==> config.mk <==
export PLATFORM = sky130hd
export DESIGN_NAME = keypad_word_ctrl_flat
export DESIGN_NICKNAME = d
export VERILOG_FILES = /design/src/rtl/keypad_word_ctrl_pkg.sv /design/src/rtl/keypad_word_ctrl_if.sv /design/src/rtl/keypad_word_ctrl_tick_gen.sv /design/src/rtl/keypad_word_ctrl.sv /design/src/flat_wrapper.sv
export SDC_FILE = /design/constraint.sdc
export NUM_CORES = 1
export LEC_CHECK = 0
export BUFFER_PORTS_ARGS = -buffer_cell sky130_fd_sc_hd__buf_2
export CORE_MARGIN = 2
export CORE_UTILIZATION = 35
export DETAILED_ROUTE_END_ITERATION = 10
export RECOVER_POWER = 100
export SYNTH_ARGS = -nofsm -noshare
export SYNTH_HDL_FRONTEND = slang
export SYNTH_SLANG_ARGS = --single-unit
==> constraint.sdc <==
create_clock -name clk -period 2.5 [get_ports clk]
set_clock_uncertainty 0.1 [all_clocks]
set_input_delay 0.5 -clock clk [delete_from_list [all_inputs] [get_ports clk]]
set_output_delay 0.5 -clock clk [all_outputs]
set_load 0.01 [all_outputs]
==> src/rtl/keypad_word_ctrl_pkg.sv <==
// ---------------------------------------------------------------------------
// keypad_word_ctrl_pkg
// Shared definitions for keypad-timed blocks: special key codes, the word
// controller state encoding and the default sample-tick divider.
// ---------------------------------------------------------------------------
package keypad_word_ctrl_pkg;

  // Default keypad sample period in clk cycles; display scan reuses it.
  localparam int DEFAULT_TICK_DIV = 60000;

  localparam logic [3:0] KEY_STAR  = 4'hA;
  localparam logic [3:0] KEY_POUND = 4'hB;
  localparam logic [3:0] DIGIT_MAX = 4'h9;

  typedef enum logic [2:0] {
    S_IDLE         = 3'd0,
    S_DEBOUNCE     = 3'd1,
    S_ACTION       = 3'd2,
    S_WAIT_RELEASE = 3'd3,
    S_SUBMIT       = 3'd4
  } kw_state_e;

endpackage

==> src/rtl/keypad_word_ctrl_if.sv <==
// ---------------------------------------------------------------------------
// keypad_word_ctrl_if
// Bundles the keypad-side inputs and the word-side valid/ready output of the
// keypad word controller.
//   master : the controller (consumes keypad, produces word)
//   slave  : the environment (drives keypad and word_ready)
// Signals:
//   key_valid  raw level, 1 while any key is held
//   key_code   held key code
//   word_valid submitted word available
//   word_ready consumer accepts the word
//   word_len   current length
//   word_data  buffer, char i at [i*KEY_W +: KEY_W]
//   overflow   one-clk pulse when a digit is dropped
//   busy       controller not idle
// ---------------------------------------------------------------------------
interface keypad_word_ctrl_if #(
  parameter int MAX_LEN = 7,
  parameter int KEY_W   = 4
);
  logic                     key_valid;
  logic [KEY_W-1:0]         key_code;
  logic                     word_valid;
  logic                     word_ready;
  logic [2:0]               word_len;
  logic [MAX_LEN*KEY_W-1:0] word_data;
  logic                     overflow;
  logic                     busy;

  modport master (
    input  key_valid, key_code, word_ready,
    output word_valid, word_len, word_data, overflow, busy
  );

  modport slave (
    output key_valid, key_code, word_ready,
    input  word_valid, word_len, word_data, overflow, busy
  );
endinterface

==> src/rtl/keypad_word_ctrl_tick_gen.sv <==
// ---------------------------------------------------------------------------
// keypad_word_ctrl_tick_gen
// Free-running prescaler: counts 0..TICK_DIV-1 and flags the last count as a
// one-clk tick.
// Ports:
//   clk     system clock
//   reset   asynchronous active-low reset
//   o_tick  1 for one clk every TICK_DIV clks
// ---------------------------------------------------------------------------
module keypad_word_ctrl_tick_gen
  import keypad_word_ctrl_pkg::*;
#(
  parameter int TICK_DIV = DEFAULT_TICK_DIV
) (
  input  logic clk,
  input  logic reset,
  output logic o_tick
);
  localparam int            CW   = $clog2(TICK_DIV);
  localparam logic [CW-1:0] LAST = CW'(TICK_DIV - 1);

  logic [CW-1:0] r_cnt;

  // Prescaler counter, wraps after the last count.
  always_ff @(posedge clk or negedge reset) begin
    if (!reset) begin
      r_cnt <= {CW{1'b0}};
    end else if (r_cnt == LAST) begin
      r_cnt <= {CW{1'b0}};
    end else begin
      r_cnt <= r_cnt + CW'(1);
    end
  end

  assign o_tick = (r_cnt == LAST);
endmodule

==> src/rtl/keypad_word_ctrl.sv <==
// ---------------------------------------------------------------------------
// keypad_word_ctrl
// Keypad word entry sequencer. Samples the keypad on a prescaled tick,
// debounces over two ticks, acts once per physical press, collects digits
// into a word buffer, clears on star and submits on pound over valid/ready.
// Ports:
//   clk    system clock
//   reset  asynchronous active-low reset
//   bus    keypad_word_ctrl_if.master (keypad in, word out)
// ---------------------------------------------------------------------------
module keypad_word_ctrl
  import keypad_word_ctrl_pkg::*;
#(
  parameter int TICK_DIV = DEFAULT_TICK_DIV,
  parameter int MAX_LEN  = 7,
  parameter int KEY_W    = 4
) (
  input logic                clk,
  input logic                reset,
  keypad_word_ctrl_if.master bus
);
  localparam int         DW      = MAX_LEN * KEY_W;
  localparam logic [2:0] LEN_MAX = 3'(MAX_LEN);

  localparam logic [2:0] ST_IDLE         = S_IDLE;
  localparam logic [2:0] ST_DEBOUNCE     = S_DEBOUNCE;
  localparam logic [2:0] ST_ACTION       = S_ACTION;
  localparam logic [2:0] ST_WAIT_RELEASE = S_WAIT_RELEASE;
  localparam logic [2:0] ST_SUBMIT       = S_SUBMIT;

  logic             w_tick;
  logic             w_is_digit;
  logic             w_is_star;
  logic             w_is_pound;
  logic [2:0]       w_state_nxt;
  logic [2:0]       r_state;
  logic [KEY_W-1:0] r_key;
  logic [2:0]       r_len;
  logic [DW-1:0]    r_data;
  logic             r_valid;
  logic             r_ovf;
  logic             r_busy;

  keypad_word_ctrl_tick_gen #(
    .TICK_DIV (TICK_DIV)
  ) u_tick (
    .clk    (clk),
    .reset  (reset),
    .o_tick (w_tick)
  );

  // Classification of the key latched at the start of the press.
  assign w_is_digit = (r_key <= KEY_W'(DIGIT_MAX));
  assign w_is_star  = (r_key == KEY_W'(KEY_STAR));
  assign w_is_pound = (r_key == KEY_W'(KEY_POUND));

  // Next-state logic; ACTION always leaves after one clk so a tick landing
  // on it is simply not looked at.
  always_comb begin
    w_state_nxt = r_state;
    case (r_state)
      ST_IDLE: begin
        if (w_tick && bus.key_valid) w_state_nxt = ST_DEBOUNCE;
        else                         w_state_nxt = ST_IDLE;
      end
      ST_DEBOUNCE: begin
        // A released or changed key at the confirming tick aborts the press.
        if (w_tick) begin
          if (bus.key_valid && (bus.key_code == r_key)) w_state_nxt = ST_ACTION;
          else                                          w_state_nxt = ST_IDLE;
        end else begin
          w_state_nxt = ST_DEBOUNCE;
        end
      end
      ST_ACTION: begin
        if (w_is_pound && (r_len != 3'd0)) w_state_nxt = ST_SUBMIT;
        else                               w_state_nxt = ST_WAIT_RELEASE;
      end
      ST_WAIT_RELEASE: begin
        if (w_tick && !bus.key_valid) w_state_nxt = ST_IDLE;
        else                          w_state_nxt = ST_WAIT_RELEASE;
      end
      ST_SUBMIT: begin
        if (r_valid && bus.word_ready) w_state_nxt = ST_WAIT_RELEASE;
        else                           w_state_nxt = ST_SUBMIT;
      end
      default: w_state_nxt = ST_IDLE;
    endcase
  end

  // State, word buffer and registered status outputs.
  always_ff @(posedge clk or negedge reset) begin
    if (!reset) begin
      r_state <= ST_IDLE;
      r_key   <= {KEY_W{1'b0}};
      r_len   <= 3'd0;
      r_data  <= {DW{1'b0}};
      r_valid <= 1'b0;
      r_ovf   <= 1'b0;
      r_busy  <= 1'b0;
    end else begin
      r_state <= w_state_nxt;
      r_busy  <= (w_state_nxt != ST_IDLE);
      r_ovf   <= 1'b0;
      case (r_state)
        ST_IDLE: begin
          if (w_tick && bus.key_valid) r_key <= bus.key_code;
        end
        ST_ACTION: begin
          if (w_is_digit) begin
            if (r_len < LEN_MAX) begin
              r_data[r_len*KEY_W +: KEY_W] <= r_key;
              r_len                        <= r_len + 3'd1;
            end else begin
              r_ovf <= 1'b1;
            end
          end else if (w_is_star) begin
            r_len  <= 3'd0;
            r_data <= {DW{1'b0}};
          end else if (w_is_pound && (r_len != 3'd0)) begin
            r_valid <= 1'b1;
          end
        end
        ST_SUBMIT: begin
          // Word, length and valid stay frozen until the consumer takes it.
          if (r_valid && bus.word_ready) begin
            r_valid <= 1'b0;
            r_len   <= 3'd0;
            r_data  <= {DW{1'b0}};
          end
        end
        default: begin
        end
      endcase
    end
  end

  assign bus.word_valid = r_valid;
  assign bus.word_len   = r_len;
  assign bus.word_data  = r_data;
  assign bus.overflow   = r_ovf;
  assign bus.busy       = r_busy;
endmodule

==> src/flat_wrapper.sv <==
// flat-port wrapper written by rule: the top's interface ports become plain ports
module keypad_word_ctrl_flat import keypad_word_ctrl_pkg::*;
#(
  parameter int TICK_DIV = DEFAULT_TICK_DIV,
  parameter int MAX_LEN  = 7,
  parameter int KEY_W    = 4
)
  (clk, reset, bus_key_valid, bus_key_code, bus_word_ready, bus_word_valid, bus_word_len, bus_word_data, bus_overflow, bus_busy);
  keypad_word_ctrl_if #(.MAX_LEN(MAX_LEN), .KEY_W(KEY_W)) bus_i ();
  input logic clk;
  input logic reset;
  input wire logic [$bits(bus_i.key_valid)-1:0] bus_key_valid;
  input wire logic [$bits(bus_i.key_code)-1:0] bus_key_code;
  input wire logic [$bits(bus_i.word_ready)-1:0] bus_word_ready;
  output wire logic [$bits(bus_i.word_valid)-1:0] bus_word_valid;
  output wire logic [$bits(bus_i.word_len)-1:0] bus_word_len;
  output wire logic [$bits(bus_i.word_data)-1:0] bus_word_data;
  output wire logic [$bits(bus_i.overflow)-1:0] bus_overflow;
  output wire logic [$bits(bus_i.busy)-1:0] bus_busy;
  assign bus_i.key_valid = bus_key_valid;
  assign bus_i.key_code = bus_key_code;
  assign bus_i.word_ready = bus_word_ready;
  assign bus_word_valid = bus_i.word_valid;
  assign bus_word_len = bus_i.word_len;
  assign bus_word_data = bus_i.word_data;
  assign bus_overflow = bus_i.overflow;
  assign bus_busy = bus_i.busy;
  keypad_word_ctrl #(.TICK_DIV(TICK_DIV), .MAX_LEN(MAX_LEN), .KEY_W(KEY_W)) u_core (.clk(clk), .reset(reset), .bus(bus_i));
endmodule
== After elaboration in Yosys (flattened, before gate mapping) ==
Cells that the tools add are included.
Cells by class
  $add $sub $neg: 3
  $lt $le $gt $ge: 2
  equality and inequality tests: 14
  shifts and indexed selects: 2
  muxes and demuxes: 27
  reduce and logical (&&, ||, !) cells: 13
Operators by type and width (number)
  $mux W28: 4
  $pmux W28 S2: 1
  $neg A5 Y34: 1
  $shift A4 B34 Y28 const A: 1
  $shiftx A4 B34 Y28: 1
  $bwmux W28: 1
  $mux W3: 6
  $add A16 B1 Y16 const B: 1
  $eq A16 B16 Y1 const B: 1
  $mux W16: 1
  $pmux W3 S5: 1
  $eq A4 B4 Y1 const B: 2
  $mux W1: 8
  $eq A3 B2 Y1 const B: 2
  $mux W2: 3
  $pmux W3 S2: 1
  $reduce_bool A3 Y1: 2
  $logic_and A1 B1 Y1: 5
  $reduce_and A5 Y1: 1
  $eq A4 B4 Y1: 1
  $le A4 B4 Y1 const B: 1
  $ne A2 B1 Y1 const B: 2
  $ne A2 B2 Y1 const B: 2
  $reduce_and A4 Y1: 1
  11 further kinds: 11
Word-level totals
  register bits: 57
  input bits: 8
  output and inout port bits: 34

== Depth between registers and ports, before layout ==
  word-level depth: 6
  gate-level depth with buffers: 9

== By module ==
A second synthesis with hierarchy kept.
Unflattened totals
  cells, all modules: 258
  area total of the unflattened synthesis: 2854.0 um2
Modules (own cells, without submodules)
  keypad_word_ctrl: instances 1, cells an instance 186, area each 2089.5 um2, sequential area each 1026.0 um2
  keypad_word_ctrl_tick_gen: instances 1, cells an instance 72, area each 764.5 um2, sequential area each 400.4 um2

== Worst setup path after synthesis ==
No wires, ideal clock.
  kind: register to register
  start: register u_core.r_len[0], in the netlist u_core.bus.word_len[0]
  end: register u_core.r_data[27], in the netlist u_core.bus.word_data[27]
  library setup time: 83 ps
  data arrival time: 2219 ps
  slack: 98 ps
  cell stages (with the launch flop): 9
  path buffers: 1
  clock period less this slack: 2402 ps
  cell sequence: dfrtp_1 > buf_2 > inv_1 > ha_1 > ha_1 > nor2_1 > nand3_1 > or4b_2 > o21ai_0
Between the ends
  word-level cells in the longest chain between the ends: 6
  elaborated cells between the ends (all ways): 10
  those cells by class: add/sub (1); order compare (1); eq/ne (1); shift (2); mux (4); reduce/logical (1)
Ends and longest elaborated chain
  start: declaration: RTL line keypad_word_ctrl.sv:38  | logic [2:0] r_len;
  start signal: assignment: RTL line keypad_word_ctrl.sv:113  | r_len <= r_len + 3'd1;
  $neg A5 Y34: RTL line keypad_word_ctrl.sv:112  | r_data[r_len*KEY_W +: KEY_W] <= r_key;
  $shiftx A4 B34 Y28 or $shift A4 B34 Y28 (tied branches): RTL line keypad_word_ctrl.sv:112
  $bwmux W28: RTL line keypad_word_ctrl.sv:112
  $mux W28: RTL line keypad_word_ctrl.sv:111  | if (r_len < LEN_MAX) begin
  $mux W28: RTL line keypad_word_ctrl.sv:110  | if (w_is_digit) begin
  $pmux W28 S2: RTL line keypad_word_ctrl.sv:105  | case (r_state)
  end signal: indexed assignment: RTL line keypad_word_ctrl.sv:112
  end signal: assignment: RTL line keypad_word_ctrl.sv:119  | r_data <= {DW{1'b0}};
  end signal: assignment: RTL line keypad_word_ctrl.sv:129  | r_data <= {DW{1'b0}};
  end: declaration: RTL line keypad_word_ctrl.sv:39  | logic [DW-1:0] r_data;
Parallel ways exist; a longest one is shown, timed or not. The select of a mux whose other input is x is not followed.
A chain may end at the register's enable or synchronous reset.

== Worst setup path after layout ==
  start: register u_core.r_len[1], in the netlist u_core.bus.word_len[1]
  end: register u_core.r_data[18], in the netlist u_core.bus.word_data[18]
The elaborated chain is that of the path after synthesis.

==> metrics.csv <==
metric,value,unit
outcome,finished with violations,
violations,"capacitance limit, slew limit",
avgSynthCellArea,10.7,sq um
final_nets,315,
synth_edf_count,0,
yosys_most_used_dff,dfrtp_1,
numCtsBuffers,9,
grt_usage,0.151,
cp_slowest_cell,or4_1,
min_period,2.36,ns
path_cells,inv_1 > ha_1 > ha_1 > nand2b_1 > or4_1 > and2_1 > o21ai_0 > o21ai_0,
crit_type,reg2reg,
relSlewSlack,-0.0179,
yosysTopAreaCell,dfrtp_1,
power_leakage,1.38,nW
hold_buffers,0,
setup.worst_path.end_class,flip-flop,
avgRoutedWirePerCell,14.5,um
hp-class,in2reg,
ys_async_sr_fraction,1.00,
setup_tns,0,ns
ys_seq_area_frac,0.531,
grt_pass1_wl,9920,um
grt_overflow,0,
critPathLaunchType,flip-flop,
powerDensity,563,mW/mm^2
seq_area,0.00143,sq mm
htreeDepth,3,
grt_pass1_vias,2002,
start_util,0.366,
rsz0062_at_grt,no,
fin_util,0.434,
dieArea,0.00839,sq mm
cts.sinks,57,
crit_buf_inv,1,
synth_most_common_cell,dfrtp_1,
multi_input_area,0.00120,sq mm
drive_above_1_share,0.140,
std_cell_rows,31,
post_cts_buffers,0,
synth_area,0.00269,sq mm
area_delta_synth_final,18.4,%
n_antenna_cell,0,
drv_cap,1,
clock_latency,0.33,ns
grt_start_max_net_pins,30,
fmax,423,MHz
synth_top_area_frac,0.531,
p_total,1.79,mW
clockBufferDepth,2,
synth-seq-cells,57,
finalNonFillerCells,407,
yosysWarningCount,0,
first_pass_iters,4,
core,0.00733,sq mm
cp.required,2.60,ns
min_period_over_period,0.946,
cts_resized,0,
die_y,91.6,um
clk_pin_slew,0.07,ns
critical_path.top_delay_family,simple AND/OR/NAND/NOR gates,
drv_slew,30,
setup_violations,0,
synth_cells,251,
drt-initial-drc-count,60,
dp_cells,391,
synth_top_cells_by_count,"dfrtp_1, nand2_1, o21ai_0, nor2_1, nand3_1",
synth.area.top_cells,"dfrtp_1, a22o_1, o21ai_0",
worstMarginPinSlew,1.53,ns
slowest_delay,0.50,ns
fillCellCount,728,
dp_hpwl,4320,um
final-hold-violation-count,0,
worst_hold_slack,0.343,ns
ant_nets,0,
critical_path.max_fanout,6,
vias_per_cell,5.04,
clock-root-buffer,clkbuf_8,
antenna_found_initial,0,
ir_worst_vdd,0.321,mV
syn_nets,263,
io_pins,42,
tritoncts,done,
place_congestion,0.841,
synth_cell_types,49,
drc,0,
numPortBuffers,41,
wirelength,5890,um
vias,2052,
fp.dieW,91.6,um
crit_arrival,2.46,ns
==> area by class of cell <==
| class | instances | share of cell area |
|---|---|---|
| well taps | 99 | 0.0390 |
| multi-input cells | 180 | 0.376 |
| inverters | 5 | 0.00590 |
| clock buffers | 11 | 0.0445 |
| flip-flops and latches | 57 | 0.449 |
| repair buffers | 50 | 0.0685 |
| clock inverters | 5 | 0.0173 |
==> metal layers <==
layer	track usage	vias to the layer above	wire length [um]
met5	0	-	0
li1	-	1024	-
met2	0.235	42	2720
met3	0.0583	2	289
met4	0.0341	0	30
met1	0.199	984	2850
==> flip-flops by register name, indices dropped and copies added (netlist names) <==
name	cells
u_core.u_tick.r_cnt	16
u_core.bus.word_valid	1
u_core.bus.word_len	3
u_core.r_key	4
u_core.bus.word_data	28
u_core.bus.busy	1
u_core.r_state	3
u_core.bus.overflow	1
==> kinds of logic (layout without fill, tap and decap cells) <==
kind of cell,Yosys count,after routing,share of synthesized area
AND/OR/NAND/NOR,97,97,0.201
buffers and inverters,14,71,0.0233
multiplexers,4,4,0.0168
XOR/XNOR,16,16,0.0522
AO/OA/AOI/OAI,59,59,0.157
adder cells (fa/ha/maj),4,4,0.0186
flip-flops,57,57,0.531
==> power breakdown <==
part	leakage, nW	internal, mW	switching [mW]
Sequential	0.751	0.922	0
Clock	0.0953	0.484	0.354
Combinational	0.532	0.00634	0.0224
Total	1.38	1.41	0.376
==> cells in the final DEF (no fill, tap or decap), types with 7 or more instances in the layout <==
master     instances
o21ai_0           21
dfrtp_1           57
nor2_1            17
clkbuf_8          10
nand2_1           19
a22o_1            12
xnor2_1            7
o2bb2ai_1          8
buf_2              8
clkbuf_1          37
nand3_1           14
xor2_1             9
nor3_1             8
==> worst register-to-register path: stages, from the launching register on <==
cell and delay, ns:
dfrtp_1 0.40, inv_1 0.07, ha_1 0.18, ha_1 0.37, nand2b_1 0.15, or4_1 0.50
and2_1 0.23, o21ai_0 0.13, o21ai_0 0.11
==> path summary, 6_finish.rpt <==
kind                                         from                  endpoint  slack, ns  depth (start not counted)
hold / removal                    bus_key_code[2]           u_core.r_key[2]       0.34                          2
hold reg to reg            u_core.u_tick.r_cnt[0]    u_core.u_tick.r_cnt[0]       0.39                          1
min in group asynchronous                   reset  u_core.bus.word_data[11]       0.43                          1
setup reg to reg           u_core.bus.word_len[1]  u_core.bus.word_data[18]       0.14                          8
setup / recovery           u_core.bus.word_len[1]  u_core.bus.word_data[18]       0.14                          8
max in group asynchronous                   reset   u_core.u_tick.r_cnt[13]       0.43                          2
==> stage by stage <==
stage | setup WS (ns) | cell area, sq um
final | 0.135 | 3180
after global routing | 0.00181 | 3180
after CTS | 0.171 | 3250
after detailed placement | 0.183 | 3050
after global placement | 0.226 | 3050
after floorplan | 0.0979 | 2690
(Power assumes the default switching activity.)
